<file path="src/rtl/gf_pkg.sv">
// Shared GF(2^n) definitions: controller state encoding, common reduction
// polynomials and the xtime (multiply-by-x) helper used by the step kernel.
package gf_pkg;

  typedef enum logic [1:0] {
    IDLE = 2'd0,
    RUN  = 2'd1,
    DONE = 2'd2
  } state_t;

  localparam logic [7:0] GF_POLY_AES = 8'h1B;
  localparam logic [7:0] GF_POLY_RS  = 8'h1D;

  // Works on any width up to 16; bits above 'width' are forced to zero.
  function automatic logic [15:0] xtime(input logic [15:0] x,
                                        input int          width,
                                        input logic [15:0] poly);
    logic [15:0] mask;
    logic [15:0] shifted;
    logic        msb;
    mask    = 16'((17'd1 << width) - 17'd1);
    msb     = |(x & (16'd1 << (width - 1)));
    shifted = (x << 1) & mask;
    return msb ? (shifted ^ (poly & mask)) : shifted;
  endfunction

endpackage

</file>
<file path="src/rtl/gf_mul_seq_if.sv">
// Operand/product handshake bundle for the sequential GF multiplier.
interface gf_mul_seq_if #(
  parameter int WIDTH = 8
);

  logic             in_valid;
  logic             in_ready;
  logic [WIDTH-1:0] in_a;
  logic [WIDTH-1:0] in_b;
  logic             out_valid;
  logic             out_ready;
  logic [WIDTH-1:0] out_p;
  logic             busy;

  modport master (
    output in_valid, in_a, in_b, out_ready,
    input  in_ready, out_valid, out_p, busy
  );

  modport slave (
    input  in_valid, in_a, in_b, out_ready,
    output in_ready, out_valid, out_p, busy
  );

endinterface

</file>
<file path="src/rtl/gf_step.sv">
// One Horner iteration of GF(2^WIDTH) multiplication:
// acc_next = xtime(acc) ^ (bit_in ? a : 0).
module gf_step
  import gf_pkg::*;
#(
  parameter int               WIDTH = 8,
  parameter logic [WIDTH-1:0] POLY  = WIDTH'(GF_POLY_AES)
) (
  input  logic [WIDTH-1:0] acc,
  input  logic [WIDTH-1:0] a,
  input  logic             bit_in,
  output logic [WIDTH-1:0] acc_next
);

  always_comb begin
    acc_next = WIDTH'(xtime(16'(acc), WIDTH, 16'(POLY))) ^ (bit_in ? a : '0);
  end

endmodule

</file>
<file path="src/rtl/gf_mul_seq.sv">
// Multi-cycle GF(2^WIDTH) multiplier: accepts an operand pair, runs WIDTH
// MSB-first Horner steps through gf_step, then holds the product until taken.
module gf_mul_seq
  import gf_pkg::*;
#(
  parameter int               WIDTH = 8,
  parameter logic [WIDTH-1:0] POLY  = WIDTH'(GF_POLY_AES)
) (
  input logic          clk,
  input logic          rst,
  gf_mul_seq_if.slave  bus
);

  localparam int CNT_W = $clog2(WIDTH);

  state_t           state;
  state_t           state_next;
  logic [WIDTH-1:0] a_q;
  logic [WIDTH-1:0] b_q;
  logic [WIDTH-1:0] acc_q;
  logic [WIDTH-1:0] acc_step;
  logic [CNT_W-1:0] cnt_q;
  logic             accept;
  logic             handoff;
  logic             last_step;

  assign accept    = (state == IDLE) & bus.in_valid;
  assign handoff   = (state == DONE) & bus.out_ready;
  assign last_step = (cnt_q == '0);

  gf_step #(
    .WIDTH (WIDTH),
    .POLY  (POLY)
  ) u_step (
    .acc      (acc_q),
    .a        (a_q),
    .bit_in   (b_q[cnt_q]),
    .acc_next (acc_step)
  );

  always_ff @(posedge clk) begin
    if (rst) begin
      state <= IDLE;
    end else begin
      state <= state_next;
    end
  end

  always_comb begin
    state_next = state;
    case (state)
      IDLE:    if (accept)    state_next = RUN;
      RUN:     if (last_step) state_next = DONE;
      DONE:    if (handoff)   state_next = IDLE;
      default:                state_next = IDLE;
    endcase
  end

  // Operands are captured only on accept, so later input changes cannot leak in.
  always_ff @(posedge clk) begin
    if (rst) begin
      a_q   <= '0;
      b_q   <= '0;
      acc_q <= '0;
      cnt_q <= '0;
    end else if (accept) begin
      a_q   <= bus.in_a;
      b_q   <= bus.in_b;
      acc_q <= '0;
      cnt_q <= CNT_W'(WIDTH - 1);
    end else if (state == RUN) begin
      acc_q <= acc_step;
      if (!last_step) begin
        cnt_q <= cnt_q - 1'b1;
      end
    end
  end

  always_comb begin
    bus.in_ready  = (state == IDLE);
    bus.out_valid = (state == DONE);
    bus.busy      = (state == RUN) | (state == DONE);
    bus.out_p     = (state == DONE) ? acc_q : '0;
  end

endmodule

</file>
<file path="src/flat_wrapper.sv">
// flat-port wrapper written by rule: the top's interface ports become plain ports
module gf_mul_seq_flat import gf_pkg::*;
#(
  parameter int               WIDTH = 8,
  parameter logic [WIDTH-1:0] POLY  = WIDTH'(GF_POLY_AES)
)
  (clk, rst, bus_in_valid, bus_in_a, bus_in_b, bus_out_ready, bus_in_ready, bus_out_valid, bus_out_p, bus_busy);
  gf_mul_seq_if #(.WIDTH(WIDTH)) bus_i ();
  input logic clk;
  input logic rst;
  input wire logic [$bits(bus_i.in_valid)-1:0] bus_in_valid;
  input wire logic [$bits(bus_i.in_a)-1:0] bus_in_a;
  input wire logic [$bits(bus_i.in_b)-1:0] bus_in_b;
  input wire logic [$bits(bus_i.out_ready)-1:0] bus_out_ready;
  output wire logic [$bits(bus_i.in_ready)-1:0] bus_in_ready;
  output wire logic [$bits(bus_i.out_valid)-1:0] bus_out_valid;
  output wire logic [$bits(bus_i.out_p)-1:0] bus_out_p;
  output wire logic [$bits(bus_i.busy)-1:0] bus_busy;
  assign bus_i.in_valid = bus_in_valid;
  assign bus_i.in_a = bus_in_a;
  assign bus_i.in_b = bus_in_b;
  assign bus_i.out_ready = bus_out_ready;
  assign bus_in_ready = bus_i.in_ready;
  assign bus_out_valid = bus_i.out_valid;
  assign bus_out_p = bus_i.out_p;
  assign bus_busy = bus_i.busy;
  gf_mul_seq #(.WIDTH(WIDTH), .POLY(POLY)) u_core (.clk(clk), .rst(rst), .bus(bus_i));
endmodule
</file>
<file path="config.mk">
export PLATFORM = sky130hd
export DESIGN_NAME = gf_mul_seq_flat
export DESIGN_NICKNAME = d
export VERILOG_FILES = /design/src/rtl/gf_pkg.sv /design/src/rtl/gf_mul_seq_if.sv /design/src/rtl/gf_step.sv /design/src/rtl/gf_mul_seq.sv /design/src/flat_wrapper.sv
export SDC_FILE = /design/constraint.sdc
export NUM_CORES = 1
export LEC_CHECK = 0
export CAP_MARGIN = 20
export CORE_MARGIN = 3
export CORE_UTILIZATION = 35
export CTS_CLUSTER_DIAMETER = 120
export DETAILED_ROUTE_END_ITERATION = 7
export SYNTH_ARGS = -nofsm -noshare
export SYNTH_HDL_FRONTEND = slang
export SYNTH_SLANG_ARGS = --single-unit
</file>
<file path="constraint.sdc">
create_clock -name clk -period 2.56 [get_ports clk]
set_input_delay 0.512 -clock clk [delete_from_list [all_inputs] [get_ports clk]]
set_output_delay 0.512 -clock clk [all_outputs]
set_load 0.005 [all_outputs]
</file>
# Word-level counts from Yosys, hierarchy flattened
# Index checks and enable logic that the tools add are counted.
[classes]
addsub = 1
n_lt_le_gt_ge = 1
eq_ne = 6
muxes = 12
n_bitwise = 5
n_reduce_logical = 6
[op_table]
columns = ["op", "count"]
rows = [
  ["$mux W8", 2],
  ["$mux W3", 3],
  ["$ne A2 B1 Y1 const B", 4],
  ["$xor A8 B8 Y8", 1],
  ["$mux W2", 3],
  ["$pmux W2 S3", 1],
  ["$mux W5", 1],
  ["$lt A3 B4 Y1 const B", 1],
  ["$not A4 Y4", 1],
  ["$bmux W1 S3", 1],
  ["$logic_not A3 Y1", 1],
  ["$reduce_and A3 Y1", 1],
  ["$sub A3 B1 Y3 const B", 1],
  ["$and A1 B1 Y1", 2],
  ["$eq A2 B1 Y1 const B", 1],
  ["$eq A2 B2 Y1 const B", 1],
  ["$logic_not A2 Y1", 1],
  ["$reduce_and A2 Y1", 1],
  ["$reduce_bool A2 Y1", 1],
  ["$reduce_or A2 Y1", 1],
  ["$mux W1", 1],
  ["$or A1 B1 Y1", 1],
]
[totals]
ff_bits = 29
output_inout_bits = 11

# Logic depth before layout (Yosys ltp)
# Gate-level depths: netlist (run 1).
[logic_depth]
depth_word = 4
mapped_depth = 8

# Modules after synthesis
# From an unflattened synthesis (run 1), not the netlist that was laid out.
[unflattened]
cells_unflattened = 166
hier_area_um2 = 1417.6
[modules_own_cells]
columns = ["mod", "instances", "cells_each", "area_per_inst_um2"]
rows = [
  ["gf_mul_seq", 1, 146, 1286.2],
  ["gf_step", 1, 20, 131.4],
]

# Worst setup path after synthesis (run 1)
# No wires, ideal clock.
[synth_path]
path_type = "register -> register"
startpoint = "register u_core.state[0]"
endpoint = "register u_core.acc_q[2]"
setup_time_ps = 64
arrival_ps = 1820
setup_slack_ps = 676
path_stages_with_launch = 9
path_buffers = 2
period_less_slack_ps = 1884
cell_sequence = "dfxtp_1 > inv_1 > ha_1 > and2_1 > buf_2 > nor3b_2 > clkbuf_1 > nand4b_1 > nand3_1"
[synth_via]
elab_chain_cells = 3
elab_cells_between_ends = 4
[synth_rtl]
columns = ["element", "line", "rtl"]
rows = [
  ["from (decl)", "gf_mul_seq.sv:16", "state_t state;"],
  ["from (signal assigned)", "gf_mul_seq.sv:45", "state <= state_next;"],
  ["$logic_not A2 Y1", "n/a", ""],
  ["net bus_in_ready", "flat_wrapper.sv:15", "output wire logic [$bits(bus_i.in_ready)-1:0] bus_in_ready;"],
  ["$and A1 B1 Y1", "gf_mul_seq.sv:27", "assign accept = (state == IDLE) & bus.in_valid;"],
  ["$reduce_or A2 Y1 (no source line)", "n/a", ""],
  ["to (signal assigned)", "gf_mul_seq.sv:72", "acc_q <= acc_step;"],
  ["to (decl)", "gf_mul_seq.sv:20", "logic [WIDTH-1:0] acc_q;"],
]
# The timed path passes the listed nets, and every way through them passes these cells.
# A chain may end at the register's enable or synchronous reset.

# Final worst setup path (run 1)
[layout_path]
startpoint = "register u_core.state[0]"
endpoint = "output bus_out_p[5]"
[layout_via]
elab_chain_cells = 2
[layout_rtl]
columns = ["element", "line", "rtl"]
rows = [
  ["$eq A2 B2 Y1", "gf_mul_seq.sv:83", "bus.out_p = (state == DONE) ? acc_q : '0;"],
  ["$mux W8", "gf_mul_seq.sv:83", ""],
  ["to (decl)", "flat_wrapper.sv:17", "output wire logic [$bits(bus_i.out_p)-1:0] bus_out_p;"],
]
# No other way between the ends.

==> results of run 1 <==
[worst reg2reg max path, delay by kind of cell (launching register included)]
kind	cells	cell delay, ns
and+or+nand+nor	3	1.09
DFF	1	0.38
AOI/OAI and AO/OA	1	0.27
adders and majority gates	1	0.24
buffers and inverters	1	0.10
[metrics by stage]
step | hold slack, ns | instance area (um2) | setup slack, ns | cells | util [%]
after detailed placement | 0.443 | 1790 | 0.193 | 236 | 46.7
after global placement | 0.440 | 1790 | 0.243 | 236 | 46.7
after global routing | 0.481 | 1870 | 0.161 | 244 | 48.9
after CTS | 0.452 | 1870 | 0.270 | 244 | 48.9
after floorplan | 0.426 | 1450 | 0.676 | 164 | -
final | 0.452 | 1870 | 0.309 | 244 | 48.9
[sequential cells by signal, summed over array words and instances, names as in the netlist]
name and cells:
u_core.acc_q 8, u_core.state 2, u_core.b_q 8, u_core.cnt_q 3, u_core.a_q 8
[layout make-up]
type | count | area (um2) | area share, %
clock buffers | 6 | 72.6 | 3.88
clock inverters | 2 | 10.0 | 0.535
inverters | 11 | 41.3 | 2.21
multi-input cells | 116 | 790 | 42.2
flip-flops and latches | 29 | 581 | 31.1
well taps | 48 | 60.1 | 3.21
repair buffers | 32 | 315 | 16.9
[routing by layer]
layer / wire length [um] / track usage [%]
met1: 1510 / 16.7
met2: 1610 / 22.8
met3: 151 / 4.03
met4: 52 / 8.30
met5: 0 / 0
[cells by family after synthesis]
kind of cell	count (synthesis)
AO/OA/AOI/OAI	33
adder cells (fa/ha/maj)	7
flip-flops	29
AND/OR/NAND/NOR	66
multiplexers	6
XOR/XNOR	4
buffers and inverters	19
[power groups by stage]
stage | Sequential [mW] | Combinational (mW) | Clock (mW)
after floorplan | 0.578 | 0.420 | 0
after global placement | 0.593 | 0.560 | 0
after detailed placement | 0.598 | 0.585 | 0
after CTS | 0.588 | 0.588 | 0.370
after global routing | 0.598 | 0.644 | 0.393
final | 0.587 | 0.579 | 0.361
[placed cells by master, fill, tap and decap left out]
| master | count |
|---|---|
| nand4b_1 | 5 |
| a32o_1 | 7 |
| xor2_1 | 3 |
| a32oi_1 | 1 |
| a21oi_1 | 19 |
| a31o_2 | 1 |
| xnor2_1 | 1 |
| mux2i_1 | 2 |
| inv_1 | 11 |
| nand3_1 | 4 |
| nand3b_1 | 9 |
| nand2b_1 | 1 |
| nor3b_2 | 1 |
| clkinv_2 | 2 |
| buf_4 | 2 |
| dfxtp_1 | 29 |
| clkdlybuf4s50_1 | 30 |
| a222oi_1 | 1 |
| nor3_1 | 1 |
| a31oi_1 | 1 |
| clkbuf_1 | 1 |
| nor2_1 | 2 |
| mux2_4 | 1 |
| nand2_1 | 34 |
| ha_1 | 7 |
| clkbuf_8 | 5 |
| and2_1 | 9 |
| a21o_1 | 3 |
| mux4_1 | 2 |
| mux2_2 | 1 |
[path summary, 6_finish.rpt]
path	startpoint	endpoint
worst min register to register	u_core.b_q[0]	u_core.b_q[0]
worst min-delay path	u_core.b_q[0]	u_core.b_q[0]
worst max register to register	u_core.state[0]	u_core.acc_q[0]
worst max-delay path	u_core.state[0]	bus_out_p[5]
==> results_dict.tcl, run 1 <==
set metrics [dict create \
    syn_area_per_cell_um2 8.84 \
    cts_sinks 29 \
    firstDrtPassIters 4 \
    yosysWarnings 0 \
    yosys.cell_count.top_type "nand2_1" \
    p_leak_nw 0.755 \
    syn_to_final_growth_pct 28.9 \
    post-dp-hpwl_um 2370 \
    synth_cell_types 29 \
    final_nets 222 \
    cts_resized 0 \
    slowest_stage "clkdlybuf4s50_1" \
    cp-end-kind "output pin" \
    grt_max_degree 20 \
    crit_family "buffers and inverters" \
    ant_nets 0 \
    seq_area_frac_synth_pct 40.0 \
    fillCellCount 381 \
    async_flop_share_pct 0 \
    fin_crit_ns 2.25 \
    crit_chain "inv_1, ha_1, and2_1, clkdlybuf4s50_1" \
    crit_cells 4 \
    synth_top_family_by_area "simple AND/OR/NAND/NOR gates" \
    synth_xor_area_share_pct 2.42 \
    setup_violations 0 \
    core_area_mm2 0.00383 \
    p_sw_mw 0.544 \
    tritoncts "built" \
    layout-drive-gt1-share_pct 6.63 \
    drc_errors 0 \
    cp_data_arrival_time_ns 1.74 \
    yosysTopAreaCell "dfxtp_1" \
    root_buffer "clkbuf_8" \
    dieWidth_um 70.4 \
    critPathKind "register to output pin" \
    peakVddDrop_uv 384 \
    yosys.area_share.adder_pct 6.04 \
    synth_edf_count 0 \
    internal-power_mw 0.983 \
    insertion_delay_ns 0.28 \
    synth_common_cells "nand2_1 (34), dfxtp_1 (29), a21oi_1 (19), inv_1 (11)" \
    first_global_vias 1189 \
    synth_cells 164 \
    routedWlPerCell_um 13.6 \
    cp.required_ns 2.05 \
    ios 31 \
    p_total_mw 1.53 \
    tightest_slew_ns 1.01 \
    synth_compound_area_share_pct 15.3 \
    rows 22 \
    synthSimpleGateAreaFrac_pct 23.9 \
    post-route-period-util_pct 87.9 \
    critPathBufInv 2 \
    fp.dieH_um 70.4 \
    cts_buffers 5 \
    ys_top_cells_by_area "dfxtp_1 (40%), nand2_1 (8.8%), a21oi_1 (6.6%)" \
    slew_headroom_pct 32.5 \
    vias_per_cell 5.16 \
    syn_nets 191 \
    hold_depth 2 \
    rsz0062_at_grt "no" \
    powerDensity_mw_per_mm2 817 \
    crit_path_start_kind "register" \
    switching_share_pct 35.6 \
    skew_ns 0.00694 \
    portBuffers 30 \
    fin_setup_tns_ns 0 \
    max_stage_delay_ns 0.49 \
    r2r_slack_ns 0.42 \
    grt_antenna_before_repair 0 \
    final_max_slew_viol_count 0 \
    cts-hold-fix-buffers 0 \
    track_usage_pct 14.2 \
    maxCapViolCount 0 \
    n_antenna_cell 0 \
    htreeDepth 2 \
    post_cts_buffers 0 \
    clk_transition_reported_paths_ns 0.07 \
    status "complete, no violations" \
    r2r_cells 6 \
    worstPathMaxFanout 10 \
    grt_pass1_wl_um 5530 \
    p_seq_share_pct 38.4 \
    min_path_type "register to register" \
    synth_flop_cell "dfxtp_1" \
    hold_viol_final 0 \
    synth_top_area_share_pct 40.0 \
    gr-total-overflow 0 \
    fmax_mhz 444 \
    place.gp.congestion 0.743 \
    first_iter_violations 59 \
    totalWireLength_um 3320 \
    vias 1259 \
    die_area_mm2 0.00495 \
    p_comb_share_pct 37.9 \
    syn_area_mm2 0.00145 \
    clockBufferDepth 2 \
    synthMuxAreaShare_pct 6.82 \
    start_util_pct 37.9 \
    synth_seq_cells 29 \
    clkPwrFrac_pct 23.6 \
]
Note: power is estimated with default switching activity, not from simulation.
==> run 2: changes to the inputs <==
--- a/config.mk
+++ b/config.mk
@@ -6,10 +6,12 @@
 export NUM_CORES = 1
 export LEC_CHECK = 0
 export CAP_MARGIN = 20
+export CORE_ASPECT_RATIO = 0.9
 export CORE_MARGIN = 3
 export CORE_UTILIZATION = 35
 export CTS_CLUSTER_DIAMETER = 120
 export DETAILED_ROUTE_END_ITERATION = 7
+export PLACE_DENSITY = 0.6
 export SYNTH_ARGS = -nofsm -noshare
 export SYNTH_HDL_FRONTEND = slang
 export SYNTH_SLANG_ARGS = --single-unit
==> run 2 against run 1 <==
Clock-buffer cell count increased by 2; via count down 1.7%; clock power is 3% lower; core utilization is 0.59 points lower; cell count down 0.82%; highest routed layer unchanged.
==> results_dict.tcl, run 2 (same netlist as run 1, synthesis figures left out) <==
set metrics [dict create \
    r2r_slack_ns 0.37 \
    clockBufferDepth 2 \
    rows 21 \
    place.gp.congestion 0.800 \
    grt_max_degree 20 \
    crit_chain "inv_1, ha_1, and2_1, clkdlybuf4s50_1" \
    worstPathMaxFanout 10 \
    cp-end-kind "output pin" \
    htreeDepth 2 \
    hp-start "u_core.b_q[3]" \
    routedWlPerCell_um 13.3 \
    first_global_vias 1209 \
    fillCellCount 370 \
    drc_errors 0 \
    grt_pass1_wl_um 5340 \
    fmax_mhz 443 \
    top_regs "u_core.a_q x8, u_core.acc_q x8, u_core.b_q x8" \
    ios 31 \
    peakVddDrop_uv 289 \
    portBuffers 30 \
    slew_headroom_pct 33.4 \
    setup_violations 0 \
    post-dp-hpwl_um 2300 \
    p_leak_nw 0.749 \
    cts_sinks 29 \
    layout_common_cells "nand2_1 (34), clkdlybuf4s50_1 (30), dfxtp_1 (29)" \
    insertion_delay_ns 0.27 \
    gr-total-overflow 0 \
    layout_commonest_cell "nand2_1" \
    cts-hold-fix-buffers 0 \
    firstDrtPassIters 4 \
    final_max_slew_viol_count 0 \
    n_antenna_cell 0 \
    crit-reg2reg-launch "u_core.state[0]" \
    syn_to_final_growth_pct 28.6 \
    crit_path_start_kind "register" \
    hold_viol_final 0 \
    slowest_stage "clkdlybuf4s50_1" \
    final_nets 222 \
    fin_setup_tns_ns 0 \
    dieWidth_um 73.9 \
    final_area_mm2 0.00186 \
    ant_nets 0 \
    root_buffer "clkbuf_8" \
    grt_antenna_before_repair 0 \
    post-route-period-util_pct 88.2 \
    clk_transition_reported_paths_ns 0.06 \
    status "complete, no violations" \
    tritoncts "built" \
    place_area_mm2 0.00178 \
    cts_resized 0 \
    cp.required_ns 2.05 \
    critPathKind "register to output pin" \
    cp_data_arrival_time_ns 1.75 \
    start_util_pct 37.5 \
    fin_util_pct 48.3 \
    maxCapViolCount 0 \
    register_area_um2 581 \
    vias 1237 \
    die_area_mm2 0.00495 \
    startpoint "u_core.state[0]" \
    post_cts_buffers 0 \
    cts_buffers 5 \
    min_path_type "register to register" \
    core_area_mm2 0.00386 \
    layout-drive-gt1-share_pct 5.61 \
    totalWireLength_um 3210 \
    skew_ns 0.00327 \
    track_usage_pct 14.3 \
    max_stage_delay_ns 0.49 \
    vias_per_cell 5.11 \
    powerDensity_mw_per_mm2 810 \
    first_iter_violations 69 \
    multi_input_area_um2 790 \
    fp.dieH_um 67.1 \
    rsz0062_at_grt "no" \
    tightest_slew_ns 0.994 \
    fin_crit_ns 2.26 \
]
[run 2: path summary, 6_finish.rpt]
| path | endpoint | cells past startpoint |
|---|---|---|
| worst max-delay path | bus_out_p[3] | 4 |
| worst min-delay path | u_core.b_q[3] | 2 |
| worst max register to register | u_core.acc_q[6] | 6 |
| worst min register to register | u_core.b_q[3] | 2 |
[run 2: layout make-up]
| cell class | instances | share of cell area, % |
|---|---|---|
| multi-input combinational | 116 | 42.3 |
| sequential | 29 | 31.1 |
| timing repair buffer | 32 | 16.9 |
| clock buffer | 8 | 4.30 |
| tap | 46 | 3.09 |
| inverter | 11 | 2.21 |
[run 2: through the flow]
stage | power, mW | hold WS (ns) | worst slack [ns] | cells
floorplan | 0.997 | 0.426 | 0.676 | 164
global placement | 1.15 | 0.440 | 0.211 | 234
detailed placement | 1.18 | 0.444 | 0.109 | 234
CTS | 1.53 | 0.452 | 0.262 | 242
global route | 1.62 | 0.479 | 0.122 | 242
finish | 1.51 | 0.450 | 0.303 | 242
[run 2: metal layers]
layer / GRT usage [%] / part of all wire [%]
met5: 0 / 0
met4: 5.43 / 1.7
met3: 5.28 / 5.7
met2: 23.1 / 46
met1: 17.0 / 47
[run 2: where the power goes]
part           total, mW  switching (mW)  leakage (nW)  internal (mW)
Combinational      0.574           0.307         0.473          0.267
Sequential         0.586          0.0572         0.237          0.529
Clock              0.350           0.158        0.0395          0.192
Total               1.51           0.521         0.749          0.988
[run 2: worst max-delay path, delay by kind of cell (launching register included)]
| family | cells | cell delay (ns) |
|---|---|---|
| buffers and inverters | 2 | 0.60 |
| adder cells (fa/ha/maj) | 1 | 0.35 |
| flip-flops | 1 | 0.34 |
| AND/OR/NAND/NOR | 1 | 0.18 |
